===== config.mk =====
export PLATFORM = sky130hd
export DESIGN_NAME = multicycle_controller
export DESIGN_NICKNAME = d
export VERILOG_FILES = /design/src/rtl/multicycle_controller.sv
export SDC_FILE = /design/constraint.sdc
export NUM_CORES = 1
export LEC_CHECK = 0
export CAP_MARGIN = 25
export CORE_MARGIN = 2
export CORE_UTILIZATION = 41
export DETAILED_ROUTE_END_ITERATION = 10
export PLACE_DENSITY_LB_ADDON = 0.3
export SYNTH_ARGS = -nofsm -noshare
export SYNTH_HDL_FRONTEND = slang
export SYNTH_SLANG_ARGS = --single-unit

===== constraint.sdc =====
create_clock -name clk -period 1.63 [get_ports clk]
set_input_delay 0.2445 -clock clk [delete_from_list [all_inputs] [get_ports clk]]
set_output_delay 0.2445 -clock clk [all_outputs]
set_load 0.05 [all_outputs]

===== src/rtl/multicycle_controller.sv =====
// Multi-cycle sequencer for the windowed-register core: drives the shared memory
// port over req/ack, sequences PC/IR/ALU/regfile/window updates, parks on memory timeout.
module multicycle_controller #(
   parameter int unsigned TIMEOUT = 15,
   parameter int unsigned WIN_W   = 2
) (
   input  logic             clk,
   input  logic             rst,
   input  logic [3:0]       opcode,
   input  logic [7:0]       func,
   input  logic             alu_zero,
   input  logic             mem_ack,
   output logic             mem_req,
   output logic             mem_write,
   output logic             iord,
   output logic             ir_write,
   output logic             pc_write,
   output logic [1:0]       pc_src,
   output logic             immdSel,
   output logic             memOrALU,
   output logic             reg_write,
   output logic [6:0]       ALUop,
   output logic [WIN_W-1:0] window,
   output logic             illegal_op,
   output logic             fault
);

   // state    | meaning
   // S_IDLE   | first cycle out of reset
   // S_FETCH  | instruction read on the memory port, waits for ack
   // S_DECODE | opcode dispatch, flags undefined opcodes
   // S_EXEC   | ALU operation / window update / compare
   // S_WB     | ALU result written to register file
   // S_MEM    | data load or store on the memory port
   // S_LWB    | load data written to register file
   // S_JUMP   | PC takes jump target
   // S_BRANCH | PC takes branch target when alu_zero
   // S_FAULT  | memory timeout, absorbing until reset
   typedef enum logic [3:0] {
      S_IDLE, S_FETCH, S_DECODE, S_EXEC, S_WB,
      S_MEM, S_LWB, S_JUMP, S_BRANCH, S_FAULT
   } state_t;

   localparam logic [7:0] TO_CNT = TIMEOUT[7:0];

   state_t           state_q, state_d;
   logic [7:0]       wait_q, wait_d;
   logic [WIN_W-1:0] window_q, window_d;
   logic [6:0]       exec_alu;
   logic             exec_imm;

   always_ff @(posedge clk or negedge rst) begin
      if (!rst) begin
         state_q  <= S_IDLE;
         wait_q   <= 8'd0;
         window_q <= '0;
      end else begin
         state_q  <= state_d;
         wait_q   <= wait_d;
         window_q <= window_d;
      end
   end

   always_comb begin
      exec_alu = 7'b0000000;
      exec_imm = 1'b0;
      case (opcode)
         4'b1000: exec_alu = func[6:0];
         4'b1100: begin exec_alu = 7'b0000010; exec_imm = 1'b1; end
         4'b1101: begin exec_alu = 7'b0000100; exec_imm = 1'b1; end
         4'b1110: begin exec_alu = 7'b0001000; exec_imm = 1'b1; end
         4'b1111: begin exec_alu = 7'b0010000; exec_imm = 1'b1; end
         default: ;
      endcase
   end

   always_comb begin
      state_d    = state_q;
      wait_d     = wait_q;
      window_d   = window_q;
      mem_req    = 1'b0;
      mem_write  = 1'b0;
      iord       = 1'b0;
      ir_write   = 1'b0;
      pc_write   = 1'b0;
      pc_src     = 2'd0;
      immdSel    = 1'b0;
      memOrALU   = 1'b1;
      reg_write  = 1'b0;
      ALUop      = 7'b0000000;
      illegal_op = 1'b0;
      fault      = 1'b0;
      case (state_q)
         S_IDLE: state_d = S_FETCH;
         S_FETCH: begin
            mem_req = 1'b1;
            if (mem_ack) begin
               ir_write = 1'b1;
               pc_write = 1'b1;
               state_d  = S_DECODE;
            end else if (wait_q == TO_CNT) begin
               state_d = S_FAULT;
            end else begin
               wait_d = wait_q + 8'd1;
            end
         end
         S_DECODE: begin
            case (opcode)
               4'b0000, 4'b0001: state_d = S_MEM;
               4'b0010:          state_d = S_JUMP;
               4'b0100:          state_d = S_BRANCH;
               4'b1000, 4'b1100, 4'b1101, 4'b1110, 4'b1111: state_d = S_EXEC;
               default: begin
                  illegal_op = 1'b1;
                  state_d    = S_FETCH;
               end
            endcase
         end
         S_EXEC: begin
            ALUop   = exec_alu;
            immdSel = exec_imm;
            if (opcode == 4'b1000 && func[7]) begin
               window_d = func[WIN_W-1:0];
               state_d  = S_FETCH;
            end else if (opcode == 4'b1000 && func[7:6] == 2'b01) begin
               state_d = S_FETCH;
            end else begin
               state_d = S_WB;
            end
         end
         S_WB: begin
            ALUop     = exec_alu;
            immdSel   = exec_imm;
            reg_write = 1'b1;
            state_d   = S_FETCH;
         end
         S_MEM: begin
            mem_req   = 1'b1;
            iord      = 1'b1;
            mem_write = (opcode == 4'b0001);
            if (mem_ack) begin
               state_d = (opcode == 4'b0001) ? S_FETCH : S_LWB;
            end else if (wait_q == TO_CNT) begin
               state_d = S_FAULT;
            end else begin
               wait_d = wait_q + 8'd1;
            end
         end
         S_LWB: begin
            reg_write = 1'b1;
            memOrALU  = 1'b0;
            state_d   = S_FETCH;
         end
         S_JUMP: begin
            pc_write = 1'b1;
            pc_src   = 2'd1;
            state_d  = S_FETCH;
         end
         S_BRANCH: begin
            ALUop    = 7'b1000111;
            pc_src   = 2'd2;
            pc_write = alu_zero;
            state_d  = S_FETCH;
         end
         S_FAULT: fault = 1'b1;
         default: state_d = S_IDLE;
      endcase
      // watchdog restarts on every entry into a memory-waiting state
      if (state_d != state_q && (state_d == S_FETCH || state_d == S_MEM))
         wait_d = 8'd0;
   end

   assign window = window_q;

endmodule


==> results by group, run 1 <==
Floorplanning
  • Die width: 55.88 um
  • Standard-cell rows: 18
  • Die Height: 55.88 um
  • Starting Density: between 40% and 50%
  • Total I/O pin count: 37

Clocking
  • Clock Sink Count: 14
  • H-tree levels: 1
  • Root buffer cell: clkbuf_4
  • Number of buffers added by the clock tree synthesis step: 3
  • CTS Hold Bufs: 0
  • Maximum clock path buffer count: 2

Run status
  • Result of the run: did not finish
  • Run Error: [ERROR DPL-0038] Utilization greater than 100%, impossible to legalize
  • Stage at which the flow ended: global routing

Synth
  • Syn Std Cell Area: ~0.0011 mm^2
  • Average cell area after synthesis: between 8 and 9 um^2
  • YS warnings: 0
  • Cell type with the largest total area after synthesis: dfrtp_1
  • Area share of the largest cell type after synthesis: a little under a third
  • Number of instances in the synthesized netlist: ~130
  • Unique cell type count in the Yosys netlist: 43
  • Largest cells by area after synthesis: dfrtp_1 (32%), nor4b_4 (6.5%), xnor2_1 (4.8%), a21oi_1 (4.5%), nand2_1 (3.7%)
  • Proportion of synthesized chip area in sequential cells: 31.75%
  • Synthesized netlist net count: around 140
  • Number of register bits inferred by synthesis: 14

GRT
  • Pin count of the biggest net entering global routing: 15

Placement
  • DP Wirelength: 2980 um
  • Routability-driven placement congestion ratio: ~0.9
  • Placed Instance Area: approximately 0.0021 mm^2
  • Port bufs: 36

STA
  • Worst endpoint after global-route timing repair: ALUop[1]
  • Kind of the worst endpoint: output port
## cells by family after synthesis
kind of cell / count (synthesis) / share of synthesized area [%]
fa+ha+maj: 1 / 1.134
simple gates: 57 / 33.22
xor+xnor: 7 / 5.556
flops: 14 / 31.75
mux: 3 / 2.948
buf+inv: 14 / 6.688
compound gates: 30 / 18.71
## cells in the mapped netlist
cell,instances
a211o_1,1
a211o_2,1
a211oi_1,1
a21o_1,2
a21oi_1,10
a22oi_1,2
a32o_1,2
a32o_2,1
and2_1,2
and3_1,1
and3_2,1
buf_2,5
buf_4,2
buf_6,1
dfrtp_1,14
ha_1,1
inv_1,6
mux2_2,2
mux2i_1,1
nand2_1,11
nand2b_1,4
nand3_1,5
nand3b_1,1
nand4_1,1
nand4b_1,1
nor2_1,9
nor2b_1,1
nor3_1,6
nor3b_1,2
nor4_1,2
nor4b_1,2
nor4b_4,3
o211ai_1,2
o21ai_0,4
o21ai_2,1
o311ai_0,1
o31ai_1,1
o41ai_1,1
or3_1,2
or3_2,1
or4b_1,2
xnor2_1,6
xor2_1,1
## per-stage QoR
stage	setup TNS (ps)	setup WS (ps)	hold slack, ps	cells	utilization [%]
detailed placement	-10030	-547.5	496.0	230	84.13
floorplan	-3509	-243.4	-51.09	126	-
CTS	-6746	-330.0	354.9	245	93.70
global placement	-8170	-450.0	497.1	230	84.13
## timing repair
action	in CTS
pin swaps	9
endpoints found under the setup margin	30
setup buffers	11
gates cloned	1
gates resized for setup	34
==> inputs of run 2 (changes only) <==
--- a/config.mk
+++ b/config.mk
@@ -6,10 +6,10 @@
 export NUM_CORES = 1
 export LEC_CHECK = 0
 export CAP_MARGIN = 25
-export CORE_MARGIN = 2
-export CORE_UTILIZATION = 41
+export CORE_AREA = 2 2 63 65
 export DETAILED_ROUTE_END_ITERATION = 10
-export PLACE_DENSITY_LB_ADDON = 0.3
+export DIE_AREA = 0 0 65 67
+export PLACE_DENSITY_LB_ADDON = 0.15
 export SYNTH_ARGS = -nofsm -noshare
 export SYNTH_HDL_FRONTEND = slang
 export SYNTH_SLANG_ARGS = --single-unit
==> constraint.sdc (replaced) <==
create_clock -name clk -period 2.1 [get_ports clk]
set_input_delay 0.315 -clock clk [delete_from_list [all_inputs] [get_ports clk]]
set_output_delay 0.315 -clock clk [all_outputs]
set_load 0.05 [all_outputs]
==> results by group, run 2 <==
Synth
  • Share of the synthesized netlist area taken by xor and xnor gates: between 5 and 6%
  • Area fraction in compound gates after synthesis: 18.71%
  • Portion of netlist area occupied by mux cells: a little under 3%
  • Most instantiated cells after synthesis: dfrtp_1 (14), nand2_1 (11), a21oi_1 (10)
  • Synthesized netlist net count: roughly 140
  • Area share of the largest cell type after synthesis: between 30% and 40%
  • Number of instances in the synthesized netlist: about 130
  • Most used standard cell by instance count after synthesis: dfrtp_1
  • Share of flip-flops with an asynchronous set or reset after synthesis: 100.0%
  • Post-synth EDFFs: 0
  • Cell type with the largest total area after synthesis: dfrtp_1
  • Adder and majority gate portion of the synthesized area: 1.134%
  • YS warnings: 0
  • Area fraction in and, or, nand and nor cells after synthesis: 33.22%
  • Synth Flop Type: dfrtp_1
  • Syn Std Cell Area: around 0.0011 mm^2
  • Unique cell type count in the Yosys netlist: 43
  • Average cell area after synthesis: around 9 um^2
  • Number of register bits inferred by synthesis: 14
  • Largest family of logic cells by synthesized area: simple AND/OR/NAND/NOR gates
  • Largest cells by area after synthesis: dfrtp_1 (32%), nor4b_4 (6.5%), xnor2_1 (4.8%), a21oi_1 (4.5%), nand2_1 (3.7%)
  • Proportion of synthesized chip area in sequential cells: a little under a third

Floorplanning
  • Starting Density: between 30% and 40%
  • Die width: approximately 65 um
  • Core Area: around 0.0036 mm^2
  • Standard-cell rows: 22
  • Die Outline Area: 0.004355 mm^2
  • Die Height: roughly 67 um
  • Total I/O pin count: 37

STA
  • Worst clock skew on the final layout: 1.216 ps
  • RSZ-0062 raised after global routing: true
  • Final Hold Viols: 0
  • Pins Over Slew Limit: 0
  • Hold slack final: roughly 460 ps
  • Tmin final: ~2000 ps
  • Total setup violations reported at the end of the flow: 0
  • Slew headroom: roughly three fifths
  • Worst path setup slack after routing: around 65 ps
  • Transition time at the pin with the least slew margin: 605.9 ps
  • Fmax: 0.4914 GHz
  • Post-route clock period utilization: a little over nine tenths
  • Final-layout setup total negative slack: 0 ps

Layout
  • Most flop-heavy register: wait_q
  • Max reg flops: 8
  • Nets@finish: between 200 and 250
  • Post-route core utilization: between 50% and 60%
  • Layout overhead on the synthesized area: 79.71%
  • Commonest non-fill, non-tap cells in the layout: buf_4 (29), buf_12 (17), clkdlybuf4s50_1 (13), dfrtp_1 (13), nand2_1 (10)
  • Antenna cells: 0
  • Total of fill cells in the finished design: around 330
  • Leading cell type in the layout, fill and taps excluded: buf_4
  • Fraction of final layout cells with drive strength greater than 1: between 40% and 50%

Critical path
  • Critical path type: register to primary output
  • Crit path required time: around 1800 ps
  • R2r endpoint: wait_q[5]$_DFFE_PN0P_
  • Crit end category: primary output
  • Critical path startpoint category: register
  • Worst-case reg-to-reg path depth: 7
  • Reg-to-reg startpoint: state_q[1]$_DFF_PN0_
  • Worst Path Max Fanout: 5
  • Worst reg-to-reg setup slack: about 160 ps
  • Data arrival, critical path: 1720 ps

Route
  • Post-DRT Antenna Nets: 0
  • First-iteration detailed-routing DRC count: 36
  • Via total after detailed routing: roughly 1.2k
  • WL/cell: between 10 and 15 um
  • Number of detailed-route iterations in the first pass: 4
  • Via density per instance: just over 5
  • Detailed Route WL: roughly 3300 um
  • DRC violation count after routing: 0

Clocking
  • CTS clk-pin slew, worst paths: approximately 50 ps
  • Clock Sink Count: 14
  • TritonCTS clock tree: yes
  • Setup repair bufs after CTS: 0
  • H-tree levels: 1
  • Skew-Pair Late Insertion Delay: between 200 and 250 ps
  • Number of buffers added by the clock tree synthesis step: 3
  • Root buffer cell: clkbuf_8
  • Maximum clock path buffer count: 2

Placement
  • Routability-driven placement congestion ratio: 0.7955
  • Post-placement setup slack: -114.9 ps
  • Port bufs: 36
  • DP Wirelength: ~2700 um

Run
  • MaxCap Viol Count: 0

GRT
  • Pin count of the biggest net entering global routing: 15
  • Met2 routing resource usage after global routing: approximately 28%
  • GRT Max-Usage Layer: met2
  • Global-route wire length before repair: 5492 um
  • Met1 Track Usage GR: 21.18%
  • Number of antenna violations at the first check in global routing: 0
  • Met3 track demand over resource: under 10%
  • GRT Util Overall: 16.13%
  • Via count of the first global-routing pass: 1,179
  • Total congestion overflow after global routing: 0

Run status
  • Result of the run: completed

Pwr
  • Power Density: 906.5 mW/mm^2
  • IR Drop Worst-Case VDD: about 0.57 mV
  • Leak: 0.0008910 uW

Hold path
  • Worst hold-check path type: input port to async pin
-- run 2: cell counts after synthesis --
Identical to the previous run, type by type.
-- run 2: repair_timing --
item,CTS,global route
endpoints found under the hold margin,0,0
gates resized for setup,6,8
hold buffers,0,0
pin swaps,0,1
endpoints found under the setup margin,9,8
-- run 2: where the power goes --
group	total, uW	switching [uW]	internal, uW
combinational	1210	659	550
clock	207	81.1	126
sequential	381	56.8	324
-- run 2: kinds of logic after synthesis --
kind of cell	count (synthesis)
simple gates	57
compound gates	30
buf+inv	14
flops	14
xor+xnor	7
mux	3
fa+ha+maj	1
-- run 2: worst max-delay path by stage --
stage               cells past startpoint                 start  slack (ps)               endpoint
detailed placement                      7             opcode[2]        -110  wait_q[6]$_DFFE_PN0P_
CTS                                     5  state_q[3]$_DFF_PN0_           2               pc_write
global placement                        6             opcode[1]        -110             illegal_op
global route                            6  state_q[1]$_DFF_PN0_          -5               ALUop[3]
floorplan                               6  state_q[3]$_DFF_PN0_          20  wait_q[0]$_DFFE_PN0P_
finish                                  6  state_q[1]$_DFF_PN0_          70               pc_write
-- run 2: worst max-delay path, cell delays in order (launching register included) --
cell	delay, ps
dfrtp_1	430
buf_4	180
nand2b_1	170
nor3_2	60
and2_2	210
a211o_1	270
buf_12	160
-- run 2: layout make-up --
class / count / area [um^2] / share of cell area (%)
Tap cell: 48 / 60.06 / 3.028
Timing Repair Buffer: 63 / 726.9 / 36.66
Clock buffer: 3 / 41.29 / 2.082
Multi-Input combinational cell: 98 / 780.7 / 39.37
Inverter: 6 / 22.52 / 1.136
Sequential cell: 14 / 351.6 / 17.73
-- run 2: through the flow --
step           instances  cell area [um^2]  total power [uW]
3_3_place_gp         229              1908              1545
2_1_floorplan        126              1171              1053
5_1_grt              232              1983              1911
3_5_place_dp         229              1908              1556
4_1_cts              232              1953              1784
6_report             232              1983              1798
-- run 2: layer usage --
layer,part of all wire [%],wire [um],up-vias
met1,46,1512,569
met2,48,1579,39
met4,1.0,34,0
met3,4.5,148,4
met5,0,0,-
li1,-,-,579
(Power assumes the default switching activity.)
